--- config.mk ---
export PLATFORM = sky130hd
export DESIGN_NAME = waveform_hop_scheduler
export DESIGN_NICKNAME = d
export VERILOG_FILES = /design/src/rtl/waveform_pkg.sv /design/src/rtl/waveform_hop_table.sv /design/src/rtl/waveform_hop_scheduler.sv
export SDC_FILE = /design/constraint.sdc
export NUM_CORES = 1
export LEC_CHECK = 0
export CORE_UTILIZATION = 30
export DETAILED_ROUTE_END_ITERATION = 8
export GPL_ROUTABILITY_DRIVEN = 0
export HOLD_SLACK_MARGIN = 0.05
export PLACE_DENSITY_LB_ADDON = 0.08
export SYNTH_ARGS = -nofsm -noshare
export SYNTH_HDL_FRONTEND = slang
export SYNTH_HIERARCHICAL = 1
export SYNTH_SLANG_ARGS = --single-unit
--- constraint.sdc ---
create_clock -name clk -period 11.1 [get_ports clk]
set_input_delay 2.22 -clock clk [delete_from_list [all_inputs] [get_ports clk]]
set_output_delay 2.22 -clock clk [all_outputs]
set_load 0.02 [all_outputs]
--- src/rtl/waveform_pkg.sv ---
// -----------------------------------------------------------------------------
// waveform_pkg
//
// Shared types and constants for the waveform generator's frequency-hop
// sequencer.
//
//   CTRL_W      : width of the signed phase-step control word
//   DWELL_W     : width of the per-entry dwell count (clk cycles)
//   hop_entry_t : one table entry, {signed control, unsigned dwell}
//   hop_state_t : sequencer FSM state, IDLE or RUN
//   dwell_load  : dwell value actually loaded into the counter (0 -> 1)
// -----------------------------------------------------------------------------
package waveform_pkg;

  localparam int CTRL_W  = 9;
  localparam int DWELL_W = 16;

  typedef struct packed {
    logic signed [CTRL_W-1:0] control;
    logic        [DWELL_W-1:0] dwell;
  } hop_entry_t;

  typedef enum logic {
    IDLE = 1'b0,
    RUN  = 1'b1
  } hop_state_t;

  // A dwell of zero still has to present the entry for one cycle, so the
  // counter never starts at zero.
  function automatic logic [DWELL_W-1:0] dwell_load(input logic [DWELL_W-1:0] d);
    return (d == '0) ? DWELL_W'(1) : d;
  endfunction

endpackage

--- src/rtl/waveform_hop_table.sv ---
// -----------------------------------------------------------------------------
// waveform_hop_table
//
// DEPTH-entry register file of hop_entry_t with an asynchronous clear, one
// synchronous write port and one combinational read port.
//
// Ports:
//   clk      in   system clock
//   reset    in   asynchronous active-high clear of every entry to zero
//   we       in   write enable (caller gates it with its own busy flag)
//   wr_addr  in   write address
//   wr_entry in   entry to store
//   rd_addr  in   read address
//   rd_entry out  entry at rd_addr (combinational)
// -----------------------------------------------------------------------------
module waveform_hop_table
  import waveform_pkg::*;
#(
  parameter int DEPTH = 8
) (
  input  logic                     clk,
  input  logic                     reset,
  input  logic                     we,
  input  logic [$clog2(DEPTH)-1:0] wr_addr,
  input  hop_entry_t               wr_entry,
  input  logic [$clog2(DEPTH)-1:0] rd_addr,
  output hop_entry_t               rd_entry
);

  hop_entry_t mem [DEPTH];

  // DEPTH is a power of two, so every address value names a real entry.
  always_ff @(posedge clk or posedge reset) begin
    if (reset) begin
      for (int i = 0; i < DEPTH; i++) begin
        mem[i] <= '0;
      end
    end else if (we) begin
      mem[wr_addr] <= wr_entry;
    end
  end

  assign rd_entry = mem[rd_addr];

endmodule

--- src/rtl/waveform_hop_scheduler.sv ---
// -----------------------------------------------------------------------------
// waveform_hop_scheduler
//
// Frequency-hop sequencer. Steps through a programmable table of
// (control, dwell) entries and drives the waveform generator's signed
// phase-step control word for each entry's dwell time. Sequences are
// one-shot or looping.
//
// Parameters:
//   DEPTH   : number of table entries (power of two, 2..16)
//   CTRL_W  : control word width; must equal waveform_pkg::CTRL_W
//   DWELL_W : dwell counter width; must equal waveform_pkg::DWELL_W
//
// Ports:
//   clk         in   system clock, all logic on posedge
//   reset       in   asynchronous active-high reset (also clears the table)
//   cfg_we      in   table write strobe, honoured only while idle
//   cfg_addr    in   table write address
//   cfg_control in   signed control value for the entry
//   cfg_dwell   in   dwell cycles for the entry (0 behaves as 1)
//   num_steps   in   sequence length, sampled at start
//   loop_en     in   wrap to entry 0 after the last step, sampled at start
//   start       in   single-cycle start pulse
//   stop        in   single-cycle abort pulse
//   control     out  registered control word to the waveform generator
//   busy        out  high while a sequence runs
//   step_idx    out  index of the entry currently applied
//   step_strobe out  pulse in the first cycle of each newly applied entry
//   done        out  pulse on natural completion of a non-looping sequence
//   cfg_err     out  pulse when start is rejected for a bad num_steps
//
// Handshake: start and stop are single-cycle pulses with no ready; start is
// acted on only in IDLE and only when stop is low in the same cycle, stop is
// acted on only in RUN and takes priority over a dwell expiry in that cycle.
// Every output is a register, so nothing on the input side reaches an output
// within the same cycle.
// -----------------------------------------------------------------------------
module waveform_hop_scheduler
  import waveform_pkg::*;
#(
  parameter int DEPTH   = 8,
  parameter int CTRL_W  = waveform_pkg::CTRL_W,
  parameter int DWELL_W = waveform_pkg::DWELL_W
) (
  input  logic                       clk,
  input  logic                       reset,
  input  logic                       cfg_we,
  input  logic [$clog2(DEPTH)-1:0]   cfg_addr,
  input  logic signed [CTRL_W-1:0]   cfg_control,
  input  logic [DWELL_W-1:0]         cfg_dwell,
  input  logic [$clog2(DEPTH):0]     num_steps,
  input  logic                       loop_en,
  input  logic                       start,
  input  logic                       stop,
  output logic signed [CTRL_W-1:0]   control,
  output logic                       busy,
  output logic [$clog2(DEPTH)-1:0]   step_idx,
  output logic                       step_strobe,
  output logic                       done,
  output logic                       cfg_err
);

  localparam int AW = $clog2(DEPTH);
  localparam logic [AW:0] MAX_STEPS = (AW+1)'(DEPTH);

  hop_state_t          state;
  logic [DWELL_W-1:0]  dwell_cnt;
  logic [AW-1:0]       last_idx;   // latched num_steps-1
  logic                loop_q;     // latched loop_en

  hop_entry_t          wr_entry;
  hop_entry_t          rd_entry;
  logic [AW-1:0]       rd_addr;
  logic                table_we;

  logic                num_ok;
  logic                at_last;
  logic                dwell_end;

  // ---------------------------------------------------------------------------
  // Entry table; frozen while a sequence runs.
  // ---------------------------------------------------------------------------
  assign table_we = cfg_we & ~busy;
  assign wr_entry = '{control: cfg_control, dwell: cfg_dwell};

  waveform_hop_table #(
    .DEPTH (DEPTH)
  ) u_table (
    .clk      (clk),
    .reset    (reset),
    .we       (table_we),
    .wr_addr  (cfg_addr),
    .wr_entry (wr_entry),
    .rd_addr  (rd_addr),
    .rd_entry (rd_entry)
  );

  // ---------------------------------------------------------------------------
  // Next-entry selection. The read port always looks at the entry that would
  // be applied at the next load: entry 0 when idle (start) or after the last
  // step (wrap), otherwise the following entry.
  // ---------------------------------------------------------------------------
  assign num_ok    = (num_steps != '0) && (num_steps <= MAX_STEPS);
  assign at_last   = (step_idx == last_idx);
  assign dwell_end = (dwell_cnt == DWELL_W'(1));

  always_comb begin
    rd_addr = '0;
    if (state == RUN && !at_last) begin
      rd_addr = step_idx + AW'(1);
    end
  end

  // ---------------------------------------------------------------------------
  // FSM, dwell counter and output registers.
  // ---------------------------------------------------------------------------
  always_ff @(posedge clk or posedge reset) begin
    if (reset) begin
      state       <= IDLE;
      dwell_cnt   <= '0;
      last_idx    <= '0;
      loop_q      <= 1'b0;
      control     <= '0;
      busy        <= 1'b0;
      step_idx    <= '0;
      step_strobe <= 1'b0;
      done        <= 1'b0;
      cfg_err     <= 1'b0;
    end else begin
      // Pulse outputs default low and are raised only on their event.
      step_strobe <= 1'b0;
      done        <= 1'b0;
      cfg_err     <= 1'b0;

      case (state)
        IDLE: begin
          // stop in the same cycle suppresses start entirely, including the
          // num_steps range check.
          if (start && !stop) begin
            if (num_ok) begin
              state       <= RUN;
              busy        <= 1'b1;
              step_idx    <= '0;
              control     <= rd_entry.control;
              step_strobe <= 1'b1;
              dwell_cnt   <= dwell_load(rd_entry.dwell);
              // For num_steps == DEPTH the low bits are zero and the
              // subtraction wraps to DEPTH-1, which is the wanted last index.
              last_idx    <= num_steps[AW-1:0] - AW'(1);
              loop_q      <= loop_en;
            end else begin
              cfg_err <= 1'b1;
            end
          end
        end

        RUN: begin
          if (stop) begin
            state     <= IDLE;
            busy      <= 1'b0;
            control   <= '0;
            step_idx  <= '0;
            dwell_cnt <= '0;
          end else if (dwell_end) begin
            if (!at_last || loop_q) begin
              // rd_addr already holds idx+1 or the wrap to 0.
              step_idx    <= rd_addr;
              control     <= rd_entry.control;
              step_strobe <= 1'b1;
              dwell_cnt   <= dwell_load(rd_entry.dwell);
            end else begin
              state     <= IDLE;
              busy      <= 1'b0;
              control   <= '0;
              step_idx  <= '0;
              dwell_cnt <= '0;
              done      <= 1'b1;
            end
          end else begin
            dwell_cnt <= dwell_cnt - DWELL_W'(1);
          end
        end

        default: begin
          state <= IDLE;
        end
      endcase
    end
  end

endmodule

# After elaboration in Yosys (flattened, before gate mapping)

Index checks and enable logic that the tools add are counted.
W data, S select, Z words.

Reductions and logical operators: 13
Eq/ne operators: 6
Bitwise operators: 5
Multiplexer cells: 48
$lt $le $gt $ge: 4
$add $sub $neg: 3

Operators with widths:

| operator                | number |
|---|---|
| $bwmux W200             | 1 |
| $mux W16                | 6 |
| $bmux W25 S3            | 1 |
| $demux W25 S3           | 1 |
| $mux W25                | 3 |
| $mux W9                 | 5 |
| $pmux W16 S2            | 1 |
| $mux W1                 | 19 |
| $mux W3                 | 6 |
| $pmux W9 S2             | 1 |
| $eq A16 B1 Y1 const B   | 1 |
| $logic_not A16 Y1       | 1 |
| $sub A16 B1 Y16 const B | 1 |
| $ge A4 B4 Y1 const B    | 2 |
| $not A3 Y4              | 2 |
| $pmux W1 S2             | 3 |
| $pmux W3 S2             | 1 |
| $reduce_and A3 Y1       | 2 |
| $le A4 B4 Y1 const B    | 1 |
| $logic_and A1 B1 Y1     | 4 |
| $lt A4 B1 Y1 const B    | 1 |
| $ne A2 B2 Y1 const B    | 2 |
| $reduce_and A4 Y1       | 1 |
| $reduce_bool A4 Y1      | 1 |
| 10 further kinds        | 12 |

Register bits after elaboration: 237
Word-level logic and storage cells: 105
Output and inout port bits: 16

# Logic depth before layout (Yosys ltp)

Depth after elaboration: 14
Mapped depth: 14
Depth with buffers taken out: 11

# Modules after synthesis

The synthesis kept the hierarchy.

Modules (own cells, without submodules):

| module                 | cells each | sequential area each (sq um) | times used | area an instance (sq um) |
|---|---|---|---|---|
| waveform_hop_table     | 522        | 5004.8                       | 1          | 9231.4 |
| waveform_hop_scheduler | 186        | 925.9                        | 1          | 2018.2 |

# Least setup slack after synthesis

No wires, ideal clock.

Path kind: input to register
Start: input num_steps[0]
End: register dwell_cnt[14]
Stages on the path: 8
Path slack: 7273 ps
Data required time: 10974 ps
Data arrival time: 3701 ps
Cell sequence: inv_1 > ha_1 > nor2b_1 > xnor2_1 > a21o_1 > clkbuf_1 > o21ai_0 > a221o_1

Cells in the longest elaborated chain, start to end: 4
Elaborated cells between the ends (all ways): 5
Classes of those cells: order compare: 1; eq/ne: 1; reduce/logical: 3

RTL lines:

| what                                                      | RTL line                      | RTL |
|---|---|---|
| from (decl)                                               | waveform_hop_scheduler.sv:51  | `input logic [$clog2(DEPTH):0] num_steps,` |
| $le A4 B4 Y1 / $reduce_bool A4 Y1 (equally long branches) | waveform_hop_scheduler.sv:103 | `assign num_ok = (num_steps != '0) && (num_steps <= MAX_STEPS);` |
| $logic_and A1 B1 Y1 (*)                                   | waveform_hop_scheduler.sv:103 |  |
| $ne A2 B2 Y1 (no line) (*)                                | -                             |  |
| $reduce_and A2 Y1 (no line) (*)                           | -                             |  |
| to (signal assigned)                                      | waveform_hop_scheduler.sv:146 | `dwell_cnt <= dwell_load(rd_entry.dwell);` |
| to (signal assigned)                                      | waveform_hop_scheduler.sv:170 | `dwell_cnt <= dwell_load(rd_entry.dwell);` |
| to (signal assigned)                                      | waveform_hop_scheduler.sv:180 | `dwell_cnt <= dwell_cnt - DWELL_W'(1);` |
| to (decl)                                                 | waveform_hop_scheduler.sv:67  | `logic [DWELL_W-1:0] dwell_cnt;` |

Mark *: on every way between the ends. The rest lies on a longest branch, timed or not.
A chain may end at the register's enable or synchronous reset.

# Worst setup path in the final report

Start: input cfg_we
End: register u_table/mem[195] (netlist name)

Cells in the longest elaborated chain, start to end: 1

RTL lines:

| what                            | RTL line                     | RTL |
|---|---|---|
| from (decl)                     | waveform_hop_scheduler.sv:47 | `input logic cfg_we,` |
| $and A1 B1 Y1                   | waveform_hop_scheduler.sv:83 | `assign table_we = cfg_we & ~busy;` |
| via table_we                    | waveform_hop_scheduler.sv:74 | `logic table_we;` |
| to (signal, indexed assignment) | waveform_hop_table.sv:39     | `mem[wr_addr] <= wr_entry;` |
| to (decl)                       | waveform_hop_table.sv:30     | `hop_entry_t mem [DEPTH];` |

The timed path passes the listed nets, and every way through them passes these cells.

==> qor.csv <==
stage;metric;value;unit
run_status;status;finished clean;
drt;num_vias;6495;
drt;ant_nets;0;
cts;cts_root_buf;clkbuf_16;
worst_setup_path;critPathLaunch;cfg_we;
drt;post_drt_wl_per_cell;22.60;um
power_and_ir_drop;power.share.sequential;41.1;%
drt;routed_wl;28.23;mm
worst_setup_path;rr_endpoint;dwell_cnt[0];
cts;clock_path_buffers;3;
worst_setup_path;reg2reg_from;step_idx[0];
worst_setup_path;reg2reg_depth;12;
sta;fmax;206.3;MHz
drt;firstDrtPassIters;5;
drt;viasPerCell;5.200;
global_route;grt_pass1_vias;7068;
floorplanning;placementRows;70;
synthesis;synth_edf_count;0;
global_route;grt_use_total;15.23;%
worst_setup_path;crit_arrival;5.28;ns
power_and_ir_drop;powerDensity;279.2;nW/um^2
synthesis;synth_xor_area_share;0.5450;%
cts;hold_buffers;0;
cts;insertion_delay;0.54;ns
sta;rsz0062_at_grt;no;
worst_setup_path;crit_path_max_fanout;14;
synthesis;synthSimpleGateAreaFrac;4.660;%
cts;cts_sinks;237;
cts;path_clk_slew;0.06;ns
power_and_ir_drop;netSwitchingFraction;29.70;%
worst_setup_path;critPathBufInv;2;
synthesis;async_flop_share;100.0;%
power_and_ir_drop;p_comb_share;31.7;%
sta;worst_pin_slew;1.106;ns
worst_setup_path;crit_chain;clkdlybuf4s50_1, nor2b_1, nor4b_4, buf_4, mux2_2;
worst_setup_path;crit_end;u_table/mem[195];
synthesis;synthesis.nets;750;
power_and_ir_drop;power.total;3685;uW
sta;finalHoldViolCount;0;
synthesis;ys_ff_latch;237;
global_route;grt_max_degree;144;
global_route;grt_pass1_wl;44.43;mm
cts;numCtsBuffers;28;
sta;period_minus_slack;4.848;ns
synthesis;ys.flop_type;dfrtp_1;
worst_setup_path;critical_path.slowest_cell;nor4b_4;
worst_setup_path;cp.depth;5;
cts;cts-resized-gates;0;
placement;port_buffers;53;
finish;final_cell_mix;dfrtp_1 (237), mux2_2 (216), clkdlybuf4s50_1 (53);
worst_setup_path;start_kind;input port;
floorplanning;dieWidth;195.6;um
worst_setup_path;crit_family;simple AND/OR/NAND/NOR gates;
synthesis;synth_warnings;6;
synthesis;synthCells;708;
sta;finClkSkew;0.01666;ns
floorplanning;initial_core_util;30.58;%
placement;detailedPlace.worstSlack;5.662;ns
power_and_ir_drop;clkPwrFrac;27.3;%
floorplanning;ios;54;
sta;finalSetupViolCount;0;
sta;slew_violations;0;
flow_run;drv_cap;0;
floorplanning;die_h;195.6;um
finish;drive_gt1_share;41.41;%
power_and_ir_drop;p_leak;0.005434;uW
global_route;antenna_found_initial;2;
power_and_ir_drop;p_sw;1095;uW
sta;worst_slack;6.252;ns
drt;drt_iter0_drc;262;
finish;final_common_cell;dfrtp_1;
synthesis;netlist_area;11250;um^2
finish;area_growth;17.32;%
sta;post-route-period-util;43.68;%
finish;nNetsFinal;800;
synthesis;yosysSeqAreaShare;52.72;%
floorplanning;coreArea;36790;um^2
cts;post_cts_buffers;0;
drt;drc;0;
sta;tns;0;ns
placement;place_hpwl;17.23;mm
synthesis;yosysUniqueCellTypes;57;
worst_setup_path;cp-end-kind;register;
cts;h-tree-depth;1;
power_and_ir_drop;p_int;2591;uW
worst_setup_path;ff2ff_setup_slack;6.69;ns
floorplanning;die-area;38280;um^2
synthesis;syn_avg_cell_area;15.89;um^2
synthesis;synthAdderAreaFrac;0.4449;%
sta;relSlewSlack;26.25;%
worst_setup_path;timing_worst_setup_path_type;input port to register;
power_and_ir_drop;irDropWorstVdd;0.1245;mV
cts;cts_tree;done;
synthesis;synth_compound_area_share;4.226;%
synthesis;synth_top_family_by_area;multiplexers;
synthesis;synthMuxAreaShare;34.20;%
worst_setup_path;worst_path_largest_cell_delay;0.99;ns
worst_setup_path;crit_required;11.53;ns
hold_path;hold_path.class;register to register;
global_route;grt_remaining_overflow;0;
## cell type report
| class | count | area [um^2] |
|---|---|---|
| inverters | 7 | 33.78 |
| repair buffers | 65 | 620.6 |
| fillers | 3491 | 23590 |
| multi-input cells | 419 | 5004 |
| clock buffers | 36 | 802.0 |
| flip-flops and latches | 237 | 5931 |
| well taps | 468 | 585.6 |
| diodes | 1 | 2.502 |
| clock inverters | 16 | 219.0 |
## cells in the mapped netlist, types with 7 or more instances
| cell | n | area, um^2 |
|---|---|---|
| dfrtp_1 | 237 | 5931 |
| mux2_2 | 216 | 2432 |
| mux4_1 | 37 | 972.2 |
| buf_2 | 18 | 90.09 |
| buf_6 | 15 | 168.9 |
| a221o_1 | 13 | 130.1 |
| a22o_1 | 13 | 113.9 |
| mux4_2 | 13 | 292.8 |
| nand2_1 | 11 | 41.29 |
| mux2_4 | 10 | 150.1 |
| nor3_1 | 10 | 50.05 |
| buf_4 | 8 | 60.06 |
| a21oi_1 | 7 | 35.03 |
| inv_1 | 7 | 26.28 |
| xnor2_1 | 7 | 61.31 |
## routing by layer
layer	global-route usage [%]	vias up	share of wire (%)
met5	0	-	0.039
met4	3.412	2	1.6
met3	3.351	36	4.5
met2	24.48	111	47
met1	20.94	3504	47
li1	-	2842	-
## stage by stage
step / cell area [um^2] / utilization, % / instances / hold slack [ns]
after global routing: 13200 / 35.87 / 1248 / 0.5122
final: 13200 / 35.88 / 1249 / 0.4973
after global placement: 12170 / 33.10 / 1196 / 0.4776
after detailed placement: 12170 / 33.10 / 1196 / 0.4860
after floorplan: 11250 / - / 708 / 0.4702
after CTS: 13200 / 35.87 / 1248 / 0.5004
## how the worst min path moves through the flow
stage	from	to	slack, ns	cells past startpoint
final	u_table/mem[174]	u_table/mem[174]	0.50	1
after global routing	u_table/mem[39]	u_table/mem[39]	0.51	1
after CTS	u_table/mem[39]	u_table/mem[39]	0.50	1
after detailed placement	u_table/mem[39]	u_table/mem[39]	0.49	1
after global placement	u_table/mem[34]	u_table/mem[34]	0.48	1
after floorplan	last_idx[0]	last_idx[0]	0.47	2
## worst reg2reg max path, stage by stage, from the launching register on
cell     delay, ns
dfrtp_1       0.47
xnor2_1       0.18
nand3_1       0.13
nand2_1       0.15
nor2_4        0.70
buf_4         0.63
mux4_2        0.62
mux2_2        0.30
or4_1         0.47
nor4_1        0.24
a31o_2        0.22
a22oi_1       0.07
a21oi_1       0.16
## power by group through the flow
stage / logic [uW] / clock network [uW] / registers [uW]
2_1_floorplan: 911 / 0 / 1460
3_3_place_gp: 1150 / 0 / 1500
3_5_place_dp: 1180 / 0 / 1530
4_1_cts: 1180 / 1040 / 1510
5_1_grt: 1270 / 1080 / 1570
6_report: 1170 / 1000 / 1510
## kinds of logic after synthesis
family / after synthesis
fa+ha+maj: 4
flops: 237
simple gates: 74
compound gates: 58
buf+inv: 52
mux: 276
xor+xnor: 7
## registers in the layout, indices dropped and copies added, names as in the netlist, 3 cells and up
register	flops
control	9
u_table/mem	200
dwell_cnt	16
last_idx	3
step_idx	3
Note: power is estimated with default switching activity, not from simulation.
